**config.mk**
```make
export PLATFORM = sky130hd
export DESIGN_NAME = register_file_mp
export DESIGN_NICKNAME = d
export VERILOG_FILES = /design/src/rtl/register_file_mp.sv
export SDC_FILE = /design/constraint.sdc
export NUM_CORES = 2
export LEC_CHECK = 0
export BUFFER_PORTS_ARGS = -buffer_cell sky130_fd_sc_hd__clkbuf_2
export CORE_ASPECT_RATIO = 0.8
export CORE_UTILIZATION = 35
export DETAILED_ROUTE_END_ITERATION = 6
export PLACE_DENSITY = 0.56
export SYNTH_ARGS = -nofsm -noshare
export SYNTH_HDL_FRONTEND = slang
export SYNTH_SLANG_ARGS = --single-unit
```
**constraint.sdc**
```tcl
create_clock -name clk -period 3.9 [get_ports clk]
set_input_delay 0.585 -clock clk [delete_from_list [all_inputs] [get_ports clk]]
set_output_delay 0.585 -clock clk [all_outputs]
set_load 0.01 [all_outputs]
```
**src/rtl/register_file_mp.sv**
```systemverilog
// Multi-port register file: byte-strobed dual write (B over A), N combinational
// read ports with optional same-cycle bypass, and a per-register busy scoreboard.
module register_file_mp #(
    parameter int unsigned DATA_WIDTH = 32,
    parameter int unsigned ADDR_WIDTH = 5,
    parameter int unsigned NUM_READ   = 2,
    parameter int unsigned ZERO_REG   = 1,
    parameter int unsigned BYPASS     = 1
) (
    input  logic                           clk,
    input  logic                           reset,
    input  logic                           we_a,
    input  logic [ADDR_WIDTH-1:0]          waddr_a,
    input  logic [DATA_WIDTH-1:0]          wdata_a,
    input  logic [DATA_WIDTH/8-1:0]        wstrb_a,
    input  logic                           we_b,
    input  logic [ADDR_WIDTH-1:0]          waddr_b,
    input  logic [DATA_WIDTH-1:0]          wdata_b,
    input  logic [DATA_WIDTH/8-1:0]        wstrb_b,
    input  logic [NUM_READ*ADDR_WIDTH-1:0] raddr,
    output logic [NUM_READ*DATA_WIDTH-1:0] rdata,
    output logic [NUM_READ-1:0]            rbusy,
    input  logic                           rsv_valid,
    input  logic [ADDR_WIDTH-1:0]          rsv_addr
);

    localparam int unsigned Depth    = 2 ** ADDR_WIDTH;
    localparam int unsigned NumBytes = DATA_WIDTH / 8;

    generate
        if ((NUM_READ < 1) || (NUM_READ > 4) || ((DATA_WIDTH % 8) != 0)) begin : gBadParams
            $error("register_file_mp: NUM_READ must be 1..4 and DATA_WIDTH a multiple of 8");
        end
    endgenerate

    logic [Depth-1:0][DATA_WIDTH-1:0] regs;
    logic [Depth-1:0]                 busy;
    logic [Depth-1:0]                 busyNext;
    logic                             wrEnA;
    logic                             wrEnB;

    // Data writes to the hardwired zero register are dropped entirely
    assign wrEnA = we_a && !((ZERO_REG != 0) && (waddr_a == '0));
    assign wrEnB = we_b && !((ZERO_REG != 0) && (waddr_b == '0));

    // Any enabled write retires the pending producer; a new reserve wins over it
    always_comb begin
        busyNext = busy;
        for (int unsigned r = 0; r < Depth; r++) begin
            if ((we_a && (waddr_a == ADDR_WIDTH'(r))) || (we_b && (waddr_b == ADDR_WIDTH'(r)))) begin
                busyNext[r] = 1'b0;
            end
            if (rsv_valid && (rsv_addr == ADDR_WIDTH'(r))) begin
                busyNext[r] = 1'b1;
            end
        end
        if (ZERO_REG != 0) begin
            busyNext[0] = 1'b0;
        end
    end

    // Port B is applied after port A so it wins any byte both enable
    always_ff @(posedge clk) begin
        if (reset) begin
            regs <= '0;
            busy <= '0;
        end else begin
            for (int unsigned k = 0; k < NumBytes; k++) begin
                if (wrEnA && wstrb_a[k]) begin
                    regs[waddr_a][8*k +: 8] <= wdata_a[8*k +: 8];
                end
                if (wrEnB && wstrb_b[k]) begin
                    regs[waddr_b][8*k +: 8] <= wdata_b[8*k +: 8];
                end
            end
            busy <= busyNext;
        end
    end

    for (genvar p = 0; p < NUM_READ; p++) begin : gRead
        logic [ADDR_WIDTH-1:0] addr;
        logic [DATA_WIDTH-1:0] val;

        assign addr = raddr[p*ADDR_WIDTH +: ADDR_WIDTH];

        // Stored value, optionally overlaid with the bytes landing this cycle
        always_comb begin
            val = regs[addr];
            if (BYPASS != 0) begin
                for (int unsigned k = 0; k < NumBytes; k++) begin
                    if (wrEnA && (waddr_a == addr) && wstrb_a[k]) begin
                        val[8*k +: 8] = wdata_a[8*k +: 8];
                    end
                    if (wrEnB && (waddr_b == addr) && wstrb_b[k]) begin
                        val[8*k +: 8] = wdata_b[8*k +: 8];
                    end
                end
            end
            if ((ZERO_REG != 0) && (addr == '0)) begin
                val = '0;
            end
        end

        assign rdata[p*DATA_WIDTH +: DATA_WIDTH] = val;
        assign rbusy[p]                          = busy[addr];
    end

endmodule

```
==> metrics.cfg <==
[floorplan]
core-area_mm2 = 0.195
die_y_um = 399
start_util_pct = 35.2
rows = 145
die_area_mm2 = 0.199
io_pins = 168
die_w_um = 498

[logic_synthesis]
syn_nets = 7872
synth_top_area_share_pct = 30.7
yosysTopAreaCell = dfxtp_1
synth_common_cells = nor2_1, nand2_1, dfxtp_1
ys_types = 70
syn_inst = 7770
synth_area_leaders = dfxtp_1, mux4_2, a311oi_1
ys_seq_area_share_pct = 30.7
synth.most_common_cell = nor2_1
async_reset_ff_share_pct = 0
synth_ff_type = dfxtp_1
yosys_warnings = 0
yosys_register_bits = 1055
syn_area_per_cell_um2 = 8.86
synth_edf_count = 0
synth_area_mm2 = 0.0689

[clocking]
hold_buffers = 0
clk_pin_slew_ns = 0.08
numCtsBuffers = 112
clk_latency_ns = 0.75
cts_sinks = 1055
cts_tree = built
cts-root-buf = clkbuf_16
cts-htree-levels = 3
post-cts-setup-buffer-count = 0
clock_path_buffers = 3

[timing]
skew_ns = 0
fin_ws_ns = -0.0622
post-route-min-period_ns = 3.96
fin_setup_tns_ns = -0.0622
tightest_slew_ns = 1.23
hold_viol_final = 0
drv_slew = 0
setup_viol = 1
timing.slew.headroom_pct = 18.1
fmax_mhz = 252
hold-worst-slack_ns = 0.203
period_share_pct = 102
rsz0062_at_grt = no

[global_route]
grt_pass1_wl_um = 465000
grt_max_degree = 121
antenna_found_initial = 31
grt_usage_pct = 31.7
grt_pass1_vias = 63800
grt_overflow = 0

[worst_setup_path]
crit_chain = buf_8 > xnor2_1 > and4_1 > a31oi_1 > a221oi_1 > buf_4 > a21oi_1 > clkbuf_2
slowest_stage = a31oi_1
critPathLaunchType = primary input
path_class = in2out
cp_max_fo = 29
critPathTopFamily = compound AO/OA/AOI/OAI gates
required_ns = 3.31
critPathCaptureType = output port
crit_arrival_ns = 3.38
path_buf_inv = 3
max_stage_delay_ns = 0.85

[power_and_ir_drop]
netSwitchingFraction_pct = 30.2
pwr-share-comb_pct = 13.7
peakVddDrop_uv = 347
p_leak_nw = 24.9
pwr-share-clk_pct = 44.0
p_per_area_mw_per_mm2 = 342
cellInternalPower_mw = 18.1
p_sw_mw = 7.84
p_seq_share_pct = 42.3

[cells_and_area]
seqCellArea_mm2 = 0.0211
fillers = 19300
final_nets = 7625
drive_gt1_share_pct = 21.8
area_delta_synth_final_pct = 10.4
finalCoreUtilization_pct = 38.9
multi_input_area_mm2 = 0.0429

[drt]
vias = 69200
wirelength_um = 326000
routedWlPerCell_um = 32.0
ant_nets = 0
drt_pass1_iterations = 7
drtIter0Drc = 11000
remaining_drc_errors = 3
vias_per_cell = 6.78

[worst_hold_path]
hold_path_class = in2reg

[run_status]
violations = DRC, setup timing
status = complete, but fails checks

[place]
port_buffers = 167
dp_hpwl_um = 223000
gp_congestion = 0.992

[job]
max-cap-violations = 0

[power groups by stage]
stage,registers [mW],clock network (mW),logic (mW)
3_3_place_gp,11.2,0,3.39
6_report,11.0,11.4,3.56
5_1_grt,11.0,11.9,3.61
4_1_cts,11.0,11.4,3.42
3_5_place_dp,11.2,0,3.41
2_1_floorplan,11.2,0,2.02
[stage by stage]
| step | worst slack, ns | instance area (um^2) | total power [mW] | instances |
|---|---|---|---|---|
| 3_5_place_dp | 0.0495 | 72200 | 14.6 | 9982 |
| 2_1_floorplan | 0.988 | 68900 | 13.2 | 7770 |
| 5_1_grt | 0.00743 | 76000 | 26.5 | 10200 |
| 4_1_cts | 0.0401 | 76000 | 25.8 | 10200 |
| 3_3_place_gp | -0.0667 | 72200 | 14.6 | 9982 |
| 6_report | -0.0622 | 76000 | 26.0 | 10200 |
[worst min-delay path, delay by kind of cell]
kind	cells	cell delay, ns
buffers and inverters	1	0.19
AND/OR/NAND/NOR	1	0.09
AO/OA/AOI/OAI	1	0.08
[cells by family after synthesis]
group	Yosys count	share of synthesized area, %
compound gates	2408	24.7
xor+xnor	20	0.254
buf+inv	968	7.21
flops	1055	30.7
mux	730	20.3
simple gates	2589	16.9
[area by class of cell]
class                           instances  share of cell area [%]
Clock inverter                         43                   0.678
Multi-Input combinational cell       5747                    56.4
Tap cell                             2572                    4.23
Timing Repair Buffer                  602                    6.57
Clock buffer                          162                    4.25
Antenna cell                           15                  0.0494
Inverter                                5                  0.0247
Sequential cell                      1055                    27.8
[placed cells by master (no fill, tap or decap), types with 11 or more instances in the layout]
master and instances:
mux2_2 26, a31oi_1 23, a21oi_1 115, clkbuf_2 158
dfxtp_1 1055, nand2_2 32, a311oi_2 80, nand3_1 39
diode_2 15, mux4_2 531, clkbuf_16 112, clkbuf_1 26
a311oi_1 911, clkinv_2 18, nor2_2 28, a22oi_1 36
buf_4 372, nor2_1 1175, nand2_1 1042, o22ai_1 108
nor2b_1 40, buf_12 64, nand2_4 89, clkbuf_8 24
o21ai_0 998, o211ai_1 24, mux2i_1 173, nand4_1 11
a32oi_1 49, nand2_8 30, nor2_4 30, o21ai_1 29
[metal layers]
layer	part of all wire, %	GRT usage [%]
met5	0.071	0.477
met3	15	11.5
met4	5.3	15.4
met2	41	44.4
met1	39	42.5
[registers in the layout, indices dropped and copies added, names as in the netlist]
| register | count |
|---|---|
| busy | 31 |
| regs | 1024 |
[repair_timing]
item                                    CTS  global route
gates resized for setup                   0             6
endpoints found under the setup margin    0            15
endpoints found under the hold margin     0             0
[worst paths after layout]
path                     to   startpoint  slack (ns)  cells past startpoint
setup reg to reg  regs[988]    regs[988]        2.93                      2
setup / recovery  rdata[63]     raddr[6]       -0.06                      8
hold reg to reg    regs[13]     regs[13]        0.48                      1
hold / removal    regs[148]  wdata_a[20]        0.20                      3
No activity file was read; power rests on OpenSTA's default activity.
